--- src/rtl/dbg_apb_pkg.sv ---
`default_nettype none
// ============================================================================
// Module  : dbg_apb_pkg
// Purpose : Shared types and widths for the debug APB initiator.
// Rev     : 1.0  initial release
// ============================================================================
package dbg_apb_pkg;

    localparam int DBG_APB_ADDR_W  = 5;
    localparam int DBG_APB_WDATA_W = 32;
    localparam int DBG_APB_RDATA_W = 32;

    typedef enum logic [1:0] {
        IDLE   = 2'd0,
        SETUP  = 2'd1,
        ACCESS = 2'd2,
        RESP   = 2'd3
    } dbg_apb_state_e;

    typedef struct packed {
        logic                       wr_rd;
        logic [DBG_APB_ADDR_W-1:0]  addr;
        logic [DBG_APB_WDATA_W-1:0] wdata;
    } dbg_apb_cmd_t;

    typedef struct packed {
        logic                       err;
        logic [DBG_APB_RDATA_W-1:0] rdata;
    } dbg_apb_rsp_t;

endpackage
`default_nettype wire

--- src/rtl/dbg_apb_timeout.sv ---
`default_nettype none
// ============================================================================
// Module  : dbg_apb_timeout
// Purpose : Saturating ACCESS-phase cycle counter; TIMEOUT_CYCLES=0 disables.
// Rev     : 1.0  initial release
// ============================================================================
module dbg_apb_timeout #(
    parameter int TIMEOUT_CYCLES = 255
) (
    input  logic clk,
    input  logic rst,
    input  logic clear,
    input  logic count_en,
    output logic expired
);

    generate
        if (TIMEOUT_CYCLES == 0) begin : g_disabled
            assign expired = 1'b0;
        end else begin : g_enabled
            localparam int              CNT_W    = $clog2(TIMEOUT_CYCLES + 1);
            localparam logic [CNT_W-1:0] CNT_LAST = CNT_W'(TIMEOUT_CYCLES - 1);
            localparam logic [CNT_W-1:0] CNT_MAX  = '1;

            logic [CNT_W-1:0] count;

            always_ff @(posedge clk) begin
                if (rst || clear) begin
                    count <= '0;
                end else if (count_en && (count != CNT_MAX)) begin
                    count <= count + 1'b1;
                end
            end

            assign expired = (count == CNT_LAST);
        end
    endgenerate

endmodule
`default_nettype wire

--- src/rtl/dbg_apb_initiator.sv ---
`default_nettype none
// ============================================================================
// Module  : dbg_apb_initiator
// Purpose : Valid/ready command channel to single-outstanding APB master.
// Rev     : 1.0  initial release
// ============================================================================
module dbg_apb_initiator
    import dbg_apb_pkg::*;
#(
    parameter int DBG_APB_ADDR_WIDTH  = DBG_APB_ADDR_W,
    parameter int DBG_APB_WDATA_WIDTH = DBG_APB_WDATA_W,
    parameter int DBG_APB_RDATA_WIDTH = DBG_APB_RDATA_W,
    parameter int TIMEOUT_CYCLES      = 255
) (
    input  logic                           clk,
    input  logic                           rst,
    input  logic                           cmd_valid,
    output logic                           cmd_ready,
    input  logic                           cmd_wr_rd,
    input  logic [DBG_APB_ADDR_WIDTH-1:0]  cmd_addr,
    input  logic [DBG_APB_WDATA_WIDTH-1:0] cmd_wdata,
    output logic                           rsp_valid,
    input  logic                           rsp_ready,
    output logic [DBG_APB_RDATA_WIDTH-1:0] rsp_rdata,
    output logic                           rsp_err,
    output logic [DBG_APB_ADDR_WIDTH-1:0]  dbg_apb_addr,
    output logic                           dbg_apb_sel,
    output logic                           dbg_apb_enable,
    output logic                           dbg_apb_wr_rd,
    output logic [DBG_APB_WDATA_WIDTH-1:0] dbg_apb_wdata,
    input  logic                           dbg_apb_ready,
    input  logic [DBG_APB_RDATA_WIDTH-1:0] dbg_apb_rdata
);

    dbg_apb_state_e state, state_next;

    logic                           sel_next;
    logic                           enable_next;
    logic [DBG_APB_ADDR_WIDTH-1:0]  addr_next;
    logic                           wr_rd_next;
    logic [DBG_APB_WDATA_WIDTH-1:0] wdata_next;
    logic                           rsp_valid_next;
    logic                           rsp_err_next;
    logic [DBG_APB_RDATA_WIDTH-1:0] rsp_rdata_next;
    logic                           timeout_expired;

    dbg_apb_timeout #(
        .TIMEOUT_CYCLES (TIMEOUT_CYCLES)
    ) u_timeout (
        .clk      (clk),
        .rst      (rst),
        .clear    (state == SETUP),
        .count_en ((state == ACCESS) && !dbg_apb_ready),
        .expired  (timeout_expired)
    );

    assign cmd_ready = (state == IDLE);

    always_ff @(posedge clk) begin
        if (rst) begin
            state          <= IDLE;
            dbg_apb_sel    <= 1'b0;
            dbg_apb_enable <= 1'b0;
            dbg_apb_addr   <= '0;
            dbg_apb_wr_rd  <= 1'b0;
            dbg_apb_wdata  <= '0;
            rsp_valid      <= 1'b0;
            rsp_err        <= 1'b0;
            rsp_rdata      <= '0;
        end else begin
            state          <= state_next;
            dbg_apb_sel    <= sel_next;
            dbg_apb_enable <= enable_next;
            dbg_apb_addr   <= addr_next;
            dbg_apb_wr_rd  <= wr_rd_next;
            dbg_apb_wdata  <= wdata_next;
            rsp_valid      <= rsp_valid_next;
            rsp_err        <= rsp_err_next;
            rsp_rdata      <= rsp_rdata_next;
        end
    end

    // Slave ready takes priority over a timeout expiring in the same cycle.
    always_comb begin
        state_next = state;
        case (state)
            IDLE:    if (cmd_valid) state_next = SETUP;
            SETUP:   state_next = ACCESS;
            ACCESS:  if (dbg_apb_ready || timeout_expired) state_next = RESP;
            RESP:    if (rsp_ready) state_next = IDLE;
            default: state_next = IDLE;
        endcase
    end

    always_comb begin
        sel_next       = dbg_apb_sel;
        enable_next    = dbg_apb_enable;
        addr_next      = dbg_apb_addr;
        wr_rd_next     = dbg_apb_wr_rd;
        wdata_next     = dbg_apb_wdata;
        rsp_valid_next = rsp_valid;
        rsp_err_next   = rsp_err;
        rsp_rdata_next = rsp_rdata;
        case (state)
            IDLE: begin
                if (cmd_valid) begin
                    addr_next   = cmd_addr;
                    wr_rd_next  = cmd_wr_rd;
                    wdata_next  = cmd_wdata;
                    sel_next    = 1'b1;
                    enable_next = 1'b0;
                end
            end
            SETUP: begin
                enable_next = 1'b1;
            end
            ACCESS: begin
                if (dbg_apb_ready) begin
                    rsp_rdata_next = dbg_apb_wr_rd ? '0 : dbg_apb_rdata;
                    rsp_err_next   = 1'b0;
                    rsp_valid_next = 1'b1;
                    sel_next       = 1'b0;
                    enable_next    = 1'b0;
                end else if (timeout_expired) begin
                    rsp_rdata_next = '0;
                    rsp_err_next   = 1'b1;
                    rsp_valid_next = 1'b1;
                    sel_next       = 1'b0;
                    enable_next    = 1'b0;
                end
            end
            RESP: begin
                if (rsp_ready) rsp_valid_next = 1'b0;
            end
            default: ;
        endcase
    end

endmodule
`default_nettype wire

--- config.mk ---
export PLATFORM = sky130hd
export DESIGN_NAME = dbg_apb_initiator
export DESIGN_NICKNAME = d
export VERILOG_FILES = /design/src/rtl/dbg_apb_pkg.sv /design/src/rtl/dbg_apb_timeout.sv /design/src/rtl/dbg_apb_initiator.sv
export SDC_FILE = /design/constraint.sdc
export NUM_CORES = 1
export LEC_CHECK = 0
export CAP_MARGIN = 10
export CORE_MARGIN = 1.5
export CORE_UTILIZATION = 27
export CTS_BUF_LIST = sky130_fd_sc_hd__clkbuf_4
export DETAILED_ROUTE_END_ITERATION = 10
export PLACE_DENSITY_LB_ADDON = 0.15
export SYNTH_ARGS = -nofsm -noshare
export SYNTH_HDL_FRONTEND = slang
export SYNTH_SLANG_ARGS = --single-unit
--- constraint.sdc ---
create_clock -name clk -period 2.35 [get_ports clk]
set_clock_uncertainty 0.05 [all_clocks]
set_input_delay 0.47 -clock clk [delete_from_list [all_inputs] [get_ports clk]]
set_output_delay 0.47 -clock clk [all_outputs]
set_load 0.05 [all_outputs]
-- Word-level counts from Yosys, hierarchy flattened
Cells that the tools add are included.
- flip-flop bits (word level): 84
- bits of input ports: 75
- memory bits (writable): 0
- memories: 0
- bits in latches: 0
- output and inout port bits: 75
- ROM bits: 0
- word-level logic and storage cells: 54
- equal/unequal tests: 9
- multiply operators: 0
- bitwise operators: 0
- order comparisons: 0
- multiplexer cells: 18
- add/subtract/negate cells: 1
- shifts and indexed selects: 0
- div/mod/pow operators: 0
- reductions and logical operators: 16
- operators by type and width (operator ; count):
    $mux 32 ; 3
    $reduce_and 3->1 ; 4
    $add 8x1->8 const B ; 1
    $eq 8x8->1 const B ; 1
    $mux 1 ; 8
    $ne 8x8->1 const B ; 1
    $pmux 2 s4 ; 1
    $mux 2 ; 3
    $reduce_bool 2->1 ; 3
    $eq 2x2->1 const B ; 2
    $ne 2x2->1 const B ; 2
    $pmux 1 s2 ; 2
    $reduce_and 2->1 ; 2
    $ne 3x3->1 const B ; 1
    $pmux 1 s3 ; 1
    $reduce_bool 3->1 ; 1
    $eq 2x1->1 const B ; 1
    $logic_and 1x1->1 ; 2
    $logic_not 2->1 ; 1
    $logic_or 1x1->1 ; 2
    $ne 2x1->1 const B ; 1
    $logic_not 1->1 ; 1

-- Logic depth before layout (Yosys ltp)
Gate-level depths: netlist (run 1).
- depth after elaboration: 4
- mapped depth: 9
- depth with buffers taken out: 6

-- Modules after synthesis
From an unflattened synthesis (run 1), not the netlist that was laid out.
- cells, all modules: 399
- area, all modules: 3631.0 µm²
- modules (own cells, without submodules) (module ; cells an instance ; area an instance (µm²) ; seq. area each (µm²) ; times used):
    dbg_apb_initiator ; 349 ; 3181.8 ; 1521.5 ; 1
    dbg_apb_timeout ; 50 ; 449.2 ; 160.2 ; 1

-- Least setup slack after synthesis (run 1)
Ideal clock, no wire load.
- path kind: register to register
- start point: register state[0]
- end point: register dbg_apb_wdata[10]
- slack: 0.476 ns
- data required time: 2.230 ns
- path buffers: 2
- arrival: 1.753 ns
- cell stages (with the launch flop): 8
- setup time: 0.070 ns
- period minus slack after synthesis: 1.874 ns
- cells stage by stage: dfxtp_1 inv_1 ha_1 and2_1 buf_2 buf_1 nand2_1 a21oi_1
- word-level cells in the longest chain between the ends: 2
- ends and longest elaborated chain (item ; RTL line ; RTL):
    start: declaration ; dbg_apb_initiator.sv:35 ; dbg_apb_state_e state, state_next;
    start signal: assignment ; dbg_apb_initiator.sv:71 ; state <= state_next;
    $logic_not 2->1 ; -- ;
    named net cmd_ready ; dbg_apb_initiator.sv:18 ; output logic cmd_ready,
    $reduce_and 2->1 (no line) ; -- ;
    end signal: assignment ; dbg_apb_initiator.sv:76 ; dbg_apb_wdata <= wdata_next;
    end: declaration ; dbg_apb_initiator.sv:30 ; output logic [DBG_APB_WDATA_WIDTH-1:0] dbg_apb_wdata,
The timed path passes the listed nets, and every way through them passes these cells.
A chain may end at the register's enable or synchronous reset.

-- Worst setup path after layout (run 1)
- start point: register rsp_valid
- end point: output rsp_valid
- RTL lines (item ; RTL line ; RTL):
    start: declaration ; dbg_apb_initiator.sv:22 ; output logic rsp_valid,
    start signal: assignment ; dbg_apb_initiator.sv:77 ; rsp_valid <= rsp_valid_next;
No word-level cell between the ends.

==> metrics.md, run 1 <==
| Metric | Value |
|---|---|
| Util after Layout | 0.4296 |
| CTS tree | yes |
| DRT iter0 DRCs | 129 |
| Antenna Nets Post-Route | 0 |
| Leak | 0.001827 uW |
| I/O Pins | 150 |
| RR Startpoint | state[0] |
| R2r endpoint | rsp_rdata[16] |
| Outcome | completed |
| CP delay by family, top | buffers and inverters |
| Footprint of the multi-input gates | 1520 sq um |
| Post-synth net total | 472 |
| PortBufs | 149 |
| Clock Tree Root | clkbuf_4 |
| Vias | 3,096 |
| Max Clk Rate | 456.9 MHz |
| R2R Setup Slk | 0.36 ns |
| CTS max path bufs | 2 |
| CP arrival | 1.67 ns |
| Biggest cell delay along the critical path | 0.82 ns |
| Sink Count | 84 |
| Vias per cell | 4.379 |
| Relative slew slack | 0.6305 |
| Worst path cell trace | clkdlybuf4s50_1 |
| CTS clk-pin slew, worst paths | 0.13 ns |
| Compound-Gate Fraction of Synth Area | 0.1056 |
| Die area | 13,180 sq um |
| Row cnt | 40 |
| Syn. warnings | 0 |
| GRT Total Usage | 0.1431 |
| Commonest cells after routing, fill and taps aside | nand2_1 (146), clkdlybuf4s50_1 (146), dfxtp_1 (84), a21oi_1 (40), mux2i_1 (33) |
| Worst hold stages | 2 |
| Final TNS setup | 0 ns |
| Unrepaired setup endpoints after global routing | false |
| CTS Buf Count | 9 |
| Core ar. | 12,110 sq um |
| GRT overflow | 0 |
| Final slew viol count | 0 |
| Initial antenna violation count | 0 |
| VDD IR-drop max | 0.4121 mV |
| Critical path class | reg2out |
| Worst path buffer plus inverter count | 1 |
| Critical Path Fanout Max | 3 |
| # hold bufs at CTS | 0 |
| Die Wd | 114.8 um |
| Fin crit share | 0.9314 |
| Flops & latches, synth | 84 |
| CP Launch Type | flop |
| # diodes | 0 |
| Crit end category | primary output |
| Met1 WL | 4216 um |
| Synth-to-layout area growth | 54.15% |
| Die height | 114.8 um |
| Simple-gate area share of the yosys netlist | 0.2072 |
| Starting Density | 0.2787 |
| Hold path startpoint | dbg_apb_addr[0] |
| Synth Area in XOR/XNOR | 0.01038 |
| HPWL after DPL | 6430 um |
| Mapped Cells | 390 |
| Hold Vio Cnt, Final | 0 |
| Adder-Cell Fraction of Synth Area | 0.02595 |
| Max Cap Violations | 0 |
| WL/cell | 13.17 um |
| CP startpoint | rsp_valid |
| Largest family of logic cells by synthesized area | simple AND/OR/NAND/NOR gates |
| Pwr/cell area | 967.8 nW/um^2 |
| First-pass GRT wire length | 14,700 um |
| Fraction of layout instances using a drive strength above 1 | 0.05380 |
| H-tree levels | 3 |
| DR WL met2 | 3975 um |
| Yosys cell types | 36 |
| Top Layer Used | met4 |
| Fin nets | 616 |
| R2R cell count | 7 |
| DRC viols | 0 |
| Clock insertion delay at the later pin of the skew report | 0.44 ns |
| Worst Max-Slew Pin Slew | 0.5525 ns |
| Critical Path RT | 1.83 ns |
| Post-synthesis sequential area ratio | 0.4981 |
| Synthesized cell area | 3376 sq um |
| Post-cts sizing count | 1 |
| Met3 wire length | 924 um |
| Vias in the first global route | 2,987 |
| Fin crit period | 2.189 ns |
| Layout filler cell count | 1,233 |
| Register area | 1682 sq um |
| GP Congestion | 0.7520 |
| Critical-path top delay cell | clkdlybuf4s50_1 |
| DRT Wirelength | 9310 um |
| WHS Endpoint | dbg_apb_addr[0] |
| DR pass1 iterations | 4 |
| Syn avg cell area | 8.656 sq um |
| Setup repair bufs after CTS | 0 |
| Setup-failing EPs final | 0 |
| Type of the worst min-delay path | reg2reg |
| Mux share of post-synthesis cell area | 0.09785 |
| Largest net degree at the start of global routing | 44 |
==> flip-flops by register name (all words and copies together), names as in the netlist <==
| register | count |
|---|---|
| state | 2 |
| rsp_rdata | 32 |
| dbg_apb_enable | 1 |
| rsp_err | 1 |
| dbg_apb_wdata | 32 |
| dbg_apb_sel | 1 |
| dbg_apb_addr | 5 |
| rsp_valid | 1 |
| dbg_apb_wr_rd | 1 |
| u_timeout.g_enabled.count | 8 |
==> kinds of logic after synthesis <==
group | after synthesis
mux | 33
buf+inv | 33
flops | 84
compound gates | 59
simple gates | 170
fa+ha+maj | 7
xor+xnor | 4
==> worst reg2reg max path: stages, from the launching register on <==
cell,delay [ns]
dfxtp_1,0.38
inv_1,0.09
ha_1,0.32
nand2b_1,0.19
a31oi_4,0.06
nor2b_4,0.36
buf_12,0.26
mux2i_1,0.21
==> power by group <==
part           internal [uW]  leakage [uW]  switching, uW
logic                    812       0.00105           1430
registers               1640      0.000684            122
clock network            542     0.0000955            491
==> area by class of cell <==
cell class | count | share of cell area
multi-input cells | 273 | 0.2921
repair buffers | 157 | 0.3037
flip-flops and latches | 84 | 0.3232
clock buffers | 10 | 0.01443
clock inverters | 6 | 0.01972
inverters | 9 | 0.006492
well taps | 168 | 0.04039
==> metal layers <==
metal | GRT usage | vias up
li1 | - | 1568
met1 | 0.1749 | 1388
met2 | 0.2204 | 127
met4 | 0.06749 | 0
met5 | 0 | -
met3 | 0.05851 | 13
==> per-stage QoR <==
stage	instance area, sq um	total power (uW)	setup WS (ns)	hold WS, ns	std cells
after floorplan	3376	3363	0.4761	0.4236	390
after global placement	5027	4038	0.2078	0.3907	691
after detailed placement	5027	4062	0.1568	0.3960	691
after CTS	5204	5137	0.1106	0.4156	707
after global routing	5204	5332	0.09921	0.4338	707
final	5204	5036	0.1611	0.4111	707
==> how the worst max path moves through the flow <==
stage                     slack [ns]  cells after the start           endpoint
after floorplan                 0.48                      7  dbg_apb_wdata[10]
after global placement          0.21                      6       rsp_rdata[9]
after detailed placement        0.16                      6       rsp_rdata[7]
after CTS                       0.11                      1        dbg_apb_sel
after global routing             0.1                      1        dbg_apb_sel
final                           0.16                      1          rsp_valid
==> synth_stat cells <==
master      n  area, sq um
nand2_1   146        548.0
dfxtp_1    84         1682
a21oi_1    40        200.2
mux2i_1    33        330.3
clkbuf_1   14        52.55
inv_1       8        30.03
nor2_1      8        30.03
ha_1        7        87.58
a211oi_1    6        45.04
buf_2       4        20.02
xnor2_1     4        35.03
buf_12      3        60.06
o21ai_0     3        15.01
and3_4      2        22.52
buf_1       2        7.510
nand2b_1    2        12.51
nand3_1     2        10.01
nand4_1     2        12.51
o211ai_1    2        15.01
o41ai_1     2        17.52
a221oi_1    1        8.760
a311oi_1    1        8.760
a31oi_1     1        6.260
a31oi_4     1        21.27
a41oi_1     1        8.760
and2_1      1        6.260
buf_6       1        11.26
clkinv_1    1        3.750
nand4b_1    1        8.760
nor2b_1     1        6.260
nor2b_2     1        8.760
nor3_1      1        5.000
nor3b_2     1        12.51
o311a_1     1        10.01
or3b_1      1        8.760
or4_1       1        7.510
(Power assumes the default switching activity.)
==> run 2: changes to the inputs <==
--- a/config.mk
+++ b/config.mk
@@ -6,7 +6,7 @@
 export NUM_CORES = 1
 export LEC_CHECK = 0
 export CAP_MARGIN = 10
-export CORE_MARGIN = 1.5
+export CORE_MARGIN = 3
 export CORE_UTILIZATION = 27
 export CTS_BUF_LIST = sky130_fd_sc_hd__clkbuf_4
 export DETAILED_ROUTE_END_ITERATION = 10
==> run 2 against run 1 <==
Sequential power about the same. Global-route usage decreased by 0.42 points. Critical endpoint is now dbg_apb_sel. Worst hold slack got worse by 0.12 ns. Largest power group unchanged. Clock-buffer cell count increased by 2. Cell count decreased by 0.42%. Critical path depth unchanged. First-iteration DRC count decreased by 3.9%. Routed wire length increased by 1.4%.
==> metrics.md, run 2 (synthesized netlist as in run 1, its figures left out) <==
| Metric | Value |
|---|---|
| Vias in the first global route | 3,084 (+3.2%) |
| Biggest cell delay along the critical path | 0.85 ns (+0.03 ns) |
| Outcome | completed |
| Vias | 3,066 (-0.97%) |
| Row cnt | 40 (unchanged) |
| Worst path buffer plus inverter count | 1 (unchanged) |
| Synth-to-layout area growth | 52.26% |
| Hold Vio Cnt, Final | 0 (unchanged) |
| CTS Buf Count | 9 (unchanged) |
| Unrepaired setup endpoints after global routing | false |
| Vias per cell | 4.355 (-0.55%) |
| Critical Path Fanout Max | 2 (-1) |
| H-tree levels | 3 (unchanged) |
| Pwr/cell area | 940.9 nW/um^2 (-2.8%) |
| Setup-failing EPs final | 0 (unchanged) |
| CP Launch Type | flop |
| Top flop regs | dbg_apb_wdata x32, rsp_rdata x32, u_timeout.g_enabled.count x8 |
| Type of the worst min-delay path | in2reg |
| CTS max path bufs | 2 (unchanged) |
| VDD IR-drop max | 0.3955 mV (-4.0%) |
| Max Cap Violations | 0 (unchanged) |
| I/O Pins | 150 (unchanged) |
| Final TNS setup | 0 ns (unchanged) |
| First-pass GRT wire length | 15,590 um (+6.1%) |
| Worst path cell trace | clkdlybuf4s50_1 |
| Sink Count | 84 (unchanged) |
| WL/cell | 13.40 um (+1.8%) |
| Starting Density | 0.2787 (unchanged) |
| Fin crit period | 2.171 ns (-0.01792 ns) |
| PortBufs | 149 (unchanged) |
| Hold slack | 0.2937 ns (-0.1174 ns) |
| Critical-path top delay cell | clkdlybuf4s50_1 |
| Die area | 13,880 sq um (+5.3%) |
| Fin crit share | 0.9238 (-0.007625) |
| Crit end category | primary output |
| DRT Wirelength | 9437 um (+1.4%) |
| Layout filler cell count | 1,259 (+2.1%) |
| Post-cts sizing count | 1 (unchanged) |
| DRC viols | 0 (unchanged) |
| Fin nets | 614 (-0.32%) |
| Post-route total power | 4836 uW (-4.0%) |
| GRT overflow | 0 (unchanged) |
| Final slew viol count | 0 (unchanged) |
| Die Wd | 117.8 um (+2.6%) |
| Max Clk Rate | 460.6 MHz (+0.83%) |
| GP Congestion | 0.7402 (-1.6%) |
| DRT iter0 DRCs | 124 (-3.9%) |
| Clock Tree Root | clkbuf_4 |
| # diodes | 0 (unchanged) |
| GRT Total Usage | 0.1389 (-0.004151) |
| DR pass1 iterations | 4 (unchanged) |
| Die height | 117.8 um (+2.6%) |
| CTS tree | yes |
| # hold bufs at CTS | 0 (unchanged) |
| Setup repair bufs after CTS | 0 (unchanged) |
| Core ar. | 12,110 sq um (unchanged) |
| Critical path class | reg2out |
| Clock insertion delay at the later pin of the skew report | 0.43 ns (about the same) |
| Fraction of layout instances using a drive strength above 1 | 0.05037 (-0.003430) |
| HPWL after DPL | 6511 um (+1.3%) |
| CP delay by family, top | buffers and inverters |
| Critical Path RT | 1.83 ns (about the same) |
| Commonest cells after routing, fill and taps aside | nand2_1 (146), clkdlybuf4s50_1 (146), dfxtp_1 (84), a21oi_1 (40), mux2i_1 (33) |
| Relative slew slack | 0.6284 (-0.002163) |
| Antenna Nets Post-Route | 0 (unchanged) |
| Initial antenna violation count | 0 (unchanged) |
| Largest net degree at the start of global routing | 39 (-11%) |
| Worst Max-Slew Pin Slew | 0.5557 ns (+0.003234 ns) |
| Leak | 0.001796 uW (-1.7%) |
| CP arrival | 1.65 ns (-0.02 ns) |
| CTS clk-pin slew, worst paths | 0.12 ns (about the same) |
run 2: cell types whose count changed in the layout (fill, tap and decap cells not counted), sizes merged:
cell	delta
clkinv	-1
buf	-2
clkbuf	+2
bufinv	-2
run 2: worst reg2reg max path, stage by stage, from the launching register on:
cell and delay (ns):
dfxtp_1 0.35, inv_1 0.12, ha_1 0.37, nand2b_1 0.16, a31oi_4 0.30, nor2b_4 0.08, buf_12 0.19, a211oi_1 0.24
run 2: report_power, final:
part / internal, uW / switching (uW) / total (uW)
clock: 351 / 488 / 839
combinational: 808 / 1420 / 2230
sequential: 1640 / 125 / 1760
run 2: per-layer routing:
layer  up-vias  track usage  routed length, um
li1       1562            -                  -
met1      1376       0.1730               4303
met2       111       0.2001               3946
met3        17      0.06535                955
met4         0      0.07033                232
met5         -            0                  0
run 2: area by class of cell:
| cell class | count | area, sq um | share of cell area |
|---|---|---|---|
| clock buffer | 12 | 90.09 | 0.01753 |
| clock inverter | 3 | 38.79 | 0.007546 |
| inverter | 9 | 33.78 | 0.006573 |
| multi-input combinational | 273 | 1520 | 0.2958 |
| sequential | 84 | 1682 | 0.3272 |
| tap | 168 | 210.2 | 0.04090 |
| timing repair buffer | 155 | 1565 | 0.3045 |
run 2: path summary, 6_finish.rpt:
path / from / endpoint / slack (ns) / depth (start not counted)
min reg2reg: dbg_apb_addr[2] / dbg_apb_addr[2] / 0.41 / 2
max reg2reg: state[0] / dbg_apb_sel / 0.41 / 7
max: dbg_apb_sel / dbg_apb_sel / 0.18 / 1
min: rst / state[1] / 0.29 / 2
run 2: per-stage QoR:
stage | instance area (sq um) | instances | util | setup slack [ns]
after floorplan | 3376 | 390 | - | 0.4761
after global placement | 5012 | 689 | 0.4138 | 0.2464
after detailed placement | 5012 | 689 | 0.4138 | 0.1957
after CTS | 5140 | 704 | 0.4244 | 0.1093
after global routing | 5140 | 704 | 0.4244 | 0.08199
final | 5140 | 704 | 0.4244 | 0.1791
